`src/rtl/bound_flasher_gen.sv`:
```
// bound_flasher_gen: thermometer lamp bar that fills and drains through three bounces with flick kickbacks.
// Optional flick latch: define BOUND_FLASHER_FLICK_LATCH_EN to capture flick pulses that land between steps.
module bound_flasher_gen #(
    parameter int NUM_LP    = 16,
    parameter int KB_CNT    = 5,
    parameter int PEAK2_CNT = 11,
    parameter int PEAK3_CNT = 6,
    parameter int CW        = $clog2(NUM_LP + 1)
) (
    input  logic              clk,
    input  logic              rst_n,
    input  logic              step_i,
    input  logic              flick_i,
    output logic [NUM_LP-1:0] lamp_o,
    output logic [CW-1:0]     count_o,
    output logic [2:0]        state_o,
    output logic              busy_o,
    output logic              done_o
);
    typedef enum logic [2:0] {
        IDLE = 3'd0,
        UP1  = 3'd1,
        DN1  = 3'd2,
        UP2  = 3'd3,
        DN2  = 3'd4,
        UP3  = 3'd5,
        DN3  = 3'd6
    } state_t;

    state_t            state_q, state_d;
    logic [CW-1:0]     cnt_q, cnt_d, cnt_up, cnt_dn;
    logic [NUM_LP-1:0] lamp_q;
    logic              busy_q, done_q, done_d, flick_eff;

    assign cnt_up = cnt_q + 1'b1;
    assign cnt_dn = cnt_q - 1'b1;

`ifdef BOUND_FLASHER_FLICK_LATCH_EN
    logic flag_q;
    // remember any flick seen since the last step; every step consumes the flag
    always_ff @(posedge clk or negedge rst_n) begin
        if (!rst_n) flag_q <= 1'b0;
        else        flag_q <= !step_i && (flag_q || flick_i);
    end
    assign flick_eff = flick_i | flag_q;
`else
    assign flick_eff = flick_i;
`endif

    // next count/state; nothing moves without a step except recovery from the unused code
    always_comb begin
        state_d = state_q;
        cnt_d   = cnt_q;
        done_d  = 1'b0;
        case (state_q)
            IDLE: if (step_i) begin
                state_d = flick_eff ? UP1 : IDLE;
                cnt_d   = flick_eff ? CW'(1) : '0;
            end
            UP1: if (step_i) begin
                cnt_d = cnt_up;
                if (cnt_up == CW'(NUM_LP)) state_d = DN1;
            end
            DN1: if (step_i) begin
                cnt_d = cnt_dn;
                if (cnt_dn == CW'(KB_CNT)) state_d = flick_eff ? UP1 : UP2;
            end
            UP2: if (step_i) begin
                cnt_d = cnt_up;
                if (cnt_up == CW'(PEAK2_CNT)) state_d = DN2;
            end
            DN2: if (step_i) begin
                cnt_d = cnt_dn;
                if (cnt_dn == CW'(KB_CNT) && flick_eff) state_d = UP2;
                else if (cnt_dn == '0)                  state_d = flick_eff ? UP2 : UP3;
            end
            UP3: if (step_i) begin
                cnt_d = cnt_up;
                if (cnt_up == CW'(PEAK3_CNT)) state_d = DN3;
            end
            DN3: if (step_i) begin
                cnt_d = cnt_dn;
                if (cnt_dn == '0) begin
                    state_d = IDLE;
                    done_d  = 1'b1;
                end
            end
            default: begin
                state_d = IDLE;
                cnt_d   = '0;
            end
        endcase
    end

    // all outputs registered from next-state so lamp, count, state and busy change on the same edge
    always_ff @(posedge clk or negedge rst_n) begin
        if (!rst_n) begin
            state_q <= IDLE;
            cnt_q   <= '0;
            lamp_q  <= '0;
            busy_q  <= 1'b0;
            done_q  <= 1'b0;
        end else begin
            state_q <= state_d;
            cnt_q   <= cnt_d;
            lamp_q  <= ~({NUM_LP{1'b1}} << cnt_d);
            busy_q  <= state_d != IDLE;
            done_q  <= done_d;
        end
    end

    assign lamp_o  = lamp_q;
    assign count_o = cnt_q;
    assign state_o = state_q;
    assign busy_o  = busy_q;
    assign done_o  = done_q;
endmodule

```
`config.mk`:
```
export PLATFORM = sky130hd
export DESIGN_NAME = bound_flasher_gen
export DESIGN_NICKNAME = d
export VERILOG_FILES = /design/src/rtl/bound_flasher_gen.sv
export SDC_FILE = /design/constraint.sdc
export NUM_CORES = 1
export LEC_CHECK = 0
export BUFFER_PORTS_ARGS = -buffer_cell sky130_fd_sc_hd__clkbuf_2
export CELL_PAD_IN_SITES_DETAIL_PLACEMENT = 1
export CELL_PAD_IN_SITES_GLOBAL_PLACEMENT = 1
export CORE_AREA = 2 2 59 89
export DETAILED_ROUTE_END_ITERATION = 6
export DIE_AREA = 0 0 61 91
export GPL_TIMING_DRIVEN = 0
export PLACE_DENSITY_LB_ADDON = 0.1
export SYNTH_ARGS = -nofsm -noshare
export SYNTH_HDL_FRONTEND = slang
export SYNTH_SLANG_ARGS = --single-unit
```
`constraint.sdc`:
```
create_clock -name clk -period 2.8 [get_ports clk]
set_input_delay 0.28 -clock clk [delete_from_list [all_inputs] [get_ports clk]]
set_output_delay 0.28 -clock clk [all_outputs]
set_load 0.01 [all_outputs]
```
==> impl_metrics.env, run 1 <==
export IMPL_cts_sinks=25
export IMPL_fp_dieArea_um2=5550
export IMPL_htreeDepth=1
export IMPL_maxCapViolations=0
export IMPL_ant_nets=0
export IMPL_slew_headroom_pct=55.4
export IMPL_numCtsBuffers=3
export IMPL_cts_resized=0
export IMPL_path_clk_slew_ns=0.09
export IMPL_syn_nets=183
export IMPL_cts_tree="done"
export IMPL_drv_slew=0
export IMPL_post_dp_cell_area_um2=1850
export IMPL_dp_hpwl_um=3540
export IMPL_start_kind="flop"
export IMPL_hold_path_class="input pin to asynchronous set/reset pin"
export IMPL_outcome="finished, violations left"
export IMPL_synthTopCellsByArea="dfrtp_1 38%, nand2_1 6.4%, ha_1 3.8%"
export IMPL_overflow=0
export IMPL_die_y_um=91
export IMPL_hold_buffers=0
export IMPL_fmax_ghz=0.404
export IMPL_final_area_um2=1900
export IMPL_ys_warn_count=0
export IMPL_fin_crit_sh_pct=88.4
export IMPL_gp_congestion=0.866
export IMPL_wl_per_cell_um=16.1
export IMPL_drive_gt1_share_pct=31.1
export IMPL_seq_power_share_pct=27.4
export IMPL_critPathSlowestCell="dfrtp_1"
export IMPL_vias=1415
export IMPL_worstMarginPinSlew_ns=0.659
export IMPL_port_buffers=28
export IMPL_vias_per_cell=5.20
export IMPL_power_share_clock_pct=8.9
export IMPL_irDropWorstVdd_v=0.000544
export IMPL_grt_antenna_before_repair=0
export IMPL_post_cts_buffers=0
export IMPL_finalHoldViolations=14
export IMPL_grt_max_degree=26
export IMPL_worst_path_buf_inv=1
export IMPL_crit_chain="inv_1, ha_1, a2bb2oi_1, a22oi_1, o21ai_1, nand2_1, o2111ai_1, nand4b_1"
export IMPL_synth_common_cells="28 x nand2_1, 25 x dfrtp_1, 10 x nor2_1"
export IMPL_whs_ns=-0.00762
export IMPL_pin_count=30
export IMPL_period_minus_slack_ns=2.48
export IMPL_start_util_pct=34.2
export IMPL_fin_tns_setup_ns=0
export IMPL_r2r_start="count_o[0]$_DFF_PN0_"
export IMPL_yosysTopAreaCell="dfrtp_1"
export IMPL_antenna_cells=0
export IMPL_postSynth_asyncResetShare_pct=100
export IMPL_grt_pass1_wl_um=7610
export IMPL_clockBufferDepth=2
export IMPL_syn_area_um2=1630
export IMPL_path_delay_family="compound AO/OA/AOI/OAI gates"
export IMPL_setup_viol_count_final=0
export IMPL_rows=31
export IMPL_clock_skew_ns=0.00355
export IMPL_yosysMostFrequentCell="nand2_1"
export IMPL_crit_fanout=12
export IMPL_ys_seq_elements=25
export IMPL_worst_setup_path_type="flop to flop"
export IMPL_yosys_most_used_dff="dfrtp_1"
export IMPL_grt_pass1_vias=1502
export IMPL_worstPathRequired_ns=2.94
export IMPL_synth_top_area_share_pct=38.4
export IMPL_cts_root_buf="clkbuf_8"
export IMPL_violations="negative hold slack"
export IMPL_power_switching_uw=1160
export IMPL_crit_start="count_o[0]$_DFF_PN0_"
export IMPL_crit_path_max_incr_delay_ns=0.63
export IMPL_dr_pass1_iters=4
export IMPL_drc=0
export IMPL_pwr_share_comb_pct=63.7
export IMPL_gr_usage_all_layers_pct=18.4
export IMPL_worstPathArrival_ns=2.61
export IMPL_end_kind="flop"
export IMPL_place_inst=268
export IMPL_drt_initial_drc_count=89
export IMPL_synth_avg_cell_area_um2=9.37
export IMPL_ys_types=58
export IMPL_seq_area_frac_synth_pct=38.4
export IMPL_wl_um=4390
export IMPL_final_cells=272
export IMPL_rsz0062_at_grt="no"
export IMPL_dieWidth_um=61
export IMPL_synthCells=174
export IMPL_p_sw_share_pct=48.3
export IMPL_power_internal_uw=1240
export IMPL_clk_latency_ns=0.27
export IMPL_synth_edf_count=0
export IMPL_final_net_count=216
export IMPL_leakagePower_uw=0.000865
export IMPL_core_area_um2=4770
export IMPL_powerDensity_nw_per_um2=1260
export IMPL_area_growth_pct=16.5
## power groups by stage
| stage | Sequential (µW) | Combinational, µW | Clock (µW) |
|---|---|---|---|
| floorplan | 716 | 1020 | 0 |
| global placement | 653 | 1520 | 0 |
| detailed placement | 663 | 1560 | 0 |
| CTS | 661 | 1560 | 225 |
| global route | 682 | 1710 | 241 |
| finish | 656 | 1530 | 215 |
## worst register-to-register path, cell delays in order, from the launching register on
cell       delay, ns
dfrtp_1         0.63
inv_1           0.17
ha_1            0.33
a2bb2oi_1       0.19
a22oi_1         0.10
o21ai_1         0.33
nand2_1         0.14
o2111ai_1       0.29
nand4b_1        0.16
## registers in the layout (all words and copies together), names as in the netlist
name     count
done_o       1
busy_o       1
lamp_o      15
state_o      3
count_o      5
## cells by family (layout without fill, tap and decap cells)
kind of cell             count (synthesis)  count (layout)  synth area share, %
adder cells (fa/ha/maj)                  5               5                 3.84
flip-flops                              25              25                 38.4
AND/OR/NAND/NOR                         67              67                 22.4
AO/OA/AOI/OAI                           48              48                 23.9
buffers and inverters                   23              55                 8.06
multiplexers                             2               2                 1.23
XOR/XNOR                                 4               4                 2.15
## worst paths after layout
check / cells past startpoint / slack (ns) / to
max in group asynchronous: 1 / 2.41 / lamp_o[10]$_DFF_PN0_
min in group clk: 3 / 0.42 / count_o[3]$_DFF_PN0_
hold reg to reg: 3 / 0.75 / done_o$_DFF_PN0_
hold / removal: 1 / -0.008 / lamp_o[7]$_DFF_PN0_
setup reg to reg: 8 / 0.32 / busy_o$_DFF_PN0_
setup / recovery: 8 / 0.32 / busy_o$_DFF_PN0_
## layout by cell type, fill, tap and decap left out, types with 2 or more instances in the layout
| master | instances |
|---|---|
| ha_1 | 5 |
| dfrtp_1 | 25 |
| a21boi_0 | 2 |
| nor4_1 | 2 |
| clkbuf_2 | 28 |
| nand2b_1 | 2 |
| o21ai_0 | 7 |
| buf_2 | 6 |
| nand3_1 | 7 |
| o21ai_1 | 7 |
| nor2_1 | 10 |
| mux2i_1 | 2 |
| clkbuf_8 | 3 |
| xnor2_1 | 3 |
| inv_2 | 3 |
| buf_4 | 4 |
| o21ai_2 | 2 |
| nand2_1 | 28 |
| nor3b_2 | 2 |
| nor2b_1 | 2 |
| a31oi_1 | 3 |
| buf_6 | 3 |
| nand4b_1 | 2 |
| o211ai_1 | 2 |
| inv_1 | 6 |
| o22ai_1 | 3 |
| nor3_2 | 2 |
| a21oi_1 | 2 |
## metal layers
metal / up-vias / global-route usage (%) / part of all wire [%]
li1: 682 / - / -
met1: 687 / 21.7 / 39
met2: 31 / 31.1 / 55
met3: 15 / 2.28 / 2.1
met4: 0 / 9.78 / 4.6
met5: - / 0 / 0
## layout make-up
cell class	instances	area, µm²
Buffer	14	97.6
Clock buffer	3	41.3
Clock inverter	1	5.00
Fill cell	587	2870
Inverter	9	33.8
Multi-Input combinational cell	126	873
Sequential cell	25	626
Tap cell	66	82.6
Timing Repair Buffer	28	140
## metrics by stage
stage | worst slack (ns) | hold slack (ns) | total power [µW] | utilization, %
after global routing | 0.0794 | 0.0528 | 2630 | 39.8
after floorplan | 0.727 | -0.0156 | 1740 | -
after CTS | 0.295 | 0.0189 | 2450 | 39.8
after global placement | 0.401 | 0.300 | 2180 | 38.8
after detailed placement | 0.322 | 0.320 | 2220 | 38.8
final | 0.323 | -0.00762 | 2400 | 39.8
No activity file was read; power rests on OpenSTA's default activity.
==> run 2: changes to the inputs <==
- PLACE_DENSITY_LB_ADDON: 0.1 -> 0.05
- REMOVE_ABC_BUFFERS: default -> 1
==> impl_metrics.env, run 2 (synthesized netlist as in run 1, its figures left out) <==
export IMPL_gr_usage_all_layers_pct=16.8
export IMPL_start_kind="flop"
export IMPL_overflow=0
export IMPL_wl_um=4250
export IMPL_period_minus_slack_ns=2.51
export IMPL_hold_path_class="input pin to asynchronous set/reset pin"
export IMPL_post_cts_buffers=0
export IMPL_grt_pass1_vias=1442
export IMPL_fin_crit_sh_pct=89.6
export IMPL_pre_cts_ws_ns=0.299
export IMPL_end_kind="flop"
export IMPL_rows=31
export IMPL_dr_wl_met3_um=85
export IMPL_irDropWorstVdd_v=0.000511
export IMPL_cts_sinks=25
export IMPL_drt_initial_drc_count=39
export IMPL_worstMarginPinSlew_ns=0.654
export IMPL_drv_slew=0
export IMPL_crit_fanout=12
export IMPL_final_common_cell="clkbuf_2"
export IMPL_worst_path_buf_inv=1
export IMPL_gp_congestion=0.824
export IMPL_cts_root_buf="clkbuf_8"
export IMPL_clock_skew_ns=0.0119
export IMPL_start_util_pct=34.2
export IMPL_final_net_count=203
export IMPL_port_buffers=29
export IMPL_powerDensity_nw_per_um2=1260
export IMPL_dieWidth_um=61
export IMPL_grt_antenna_before_repair=0
export IMPL_vias=1342
export IMPL_numCtsBuffers=3
export IMPL_worst_setup_path_type="flop to flop"
export IMPL_area_growth_pct=11.0
export IMPL_pin_count=30
export IMPL_ant_nets=0
export IMPL_rsz0062_at_grt="no"
export IMPL_antenna_cells=0
export IMPL_final_cell_mix="29 x clkbuf_2, 28 x nand2_1, 25 x dfrtp_1"
export IMPL_leakagePower_uw=0.000799
export IMPL_final_util_pct=37.9
export IMPL_drive_gt1_share_pct=26.9
export IMPL_clk_latency_ns=0.27
export IMPL_outcome="finished, violations left"
export IMPL_slew_headroom_pct=56.4
export IMPL_met2WireLength_um=2150
export IMPL_worstPathRequired_ns=2.94
export IMPL_die_y_um=91
export IMPL_grt_pass1_wl_um=7110
export IMPL_dp_hpwl_um=3140
export IMPL_clockBufferDepth=2
export IMPL_largest_register_ffs=15
export IMPL_setup_ws_ns=0.290
export IMPL_place_inst=255
export IMPL_cts_resized=0
export IMPL_maxCapViolations=0
export IMPL_crit_chain="inv_1, ha_1, nor3b_2, xnor2_1, a221oi_2, or2_4, and2_1, nor2_1"
export IMPL_m1WireLength_um=1890
export IMPL_htreeDepth=1
export IMPL_fp_dieArea_um2=5550
export IMPL_final_cells=259
export IMPL_setup_viol_count_final=0
export IMPL_hold_buffers=0
export IMPL_fillerInstances=595
export IMPL_core_area_um2=4770
export IMPL_dr_pass1_iters=4
export IMPL_ff_latch_area_um2=626
export IMPL_drc=0
export IMPL_wl_per_cell_um=16.4
export IMPL_fin_tns_setup_ns=0
export IMPL_crit_path_max_incr_delay_ns=0.66
export IMPL_grt_max_degree=26
export IMPL_path_delay_family="simple AND/OR/NAND/NOR gates"
export IMPL_whs_ns=-0.00410
export IMPL_critPathSlowestCell="dfrtp_1"
export IMPL_routed_top_layer="met4"
export IMPL_finalHoldViolations=10
export IMPL_worstPathArrival_ns=2.65
export IMPL_fmax_ghz=0.398
export IMPL_path_clk_slew_ns=0.10
export IMPL_violations="negative hold slack"
export IMPL_multiInputGateArea_um2=873
export IMPL_vias_per_cell=5.18
export IMPL_cts_tree="done"
run 2: changes by cell type in the layout (fill, tap and decap cells not counted), sizes merged:
cell      delta
clkinv       -1
clkinvlp     +1
buf         -13
run 2: final cells by class:
type / instances / area share, %
repair buffers: 29 / 8.02
flip-flops and latches: 25 / 34.6
clock inverters: 1 / 0.415
inverters: 9 / 1.87
well taps: 66 / 4.56
clock buffers: 3 / 2.28
multi-input cells: 126 / 48.3
run 2: power breakdown:
group          leakage [µW]  internal [µW]  switching [µW]
logic              0.000471            530             754
registers          0.000306            523             255
clock network     0.0000217            101             117
total              0.000799           1150            1130
run 2: worst register-to-register path: cells and delay by family (launching register included):
family	cells	cell delay, ns
compound gates	1	0.23
xor+xnor	1	0.17
fa+ha+maj	1	0.34
buf+inv	1	0.18
flops	1	0.66
simple gates	4	0.80
run 2: final timing paths:
check / to / depth (start not counted) / slack (ns) / from
min in group clk: lamp_o[8]$_DFF_PN0_ / 4 / 0.52 / flick_i
max in group asynchronous: count_o[1]$_DFF_PN0_ / 1 / 2.39 / rst_n
max: lamp_o[10]$_DFF_PN0_ / 8 / 0.29 / count_o[0]$_DFF_PN0_
min: lamp_o[7]$_DFF_PN0_ / 1 / -0.004 / rst_n
max reg2reg: lamp_o[10]$_DFF_PN0_ / 8 / 0.29 / count_o[0]$_DFF_PN0_
min reg2reg: done_o$_DFF_PN0_ / 2 / 0.91 / state_o[1]$_DFF_PN0_
run 2: metrics by stage:
stage	total power (µW)	cell area (µm²)
after floorplan	1630	1530
after global placement	2060	1760
after detailed placement	2080	1760
after CTS	2310	1810
after global routing	2500	1810
final	2280	1810
run 2: routing by layer:
layer  track usage [%]  up-vias
met5                 0        -
met4              7.79        0
met3              2.42        8
met2              27.8       25
met1              20.7      656
li1                  -      653
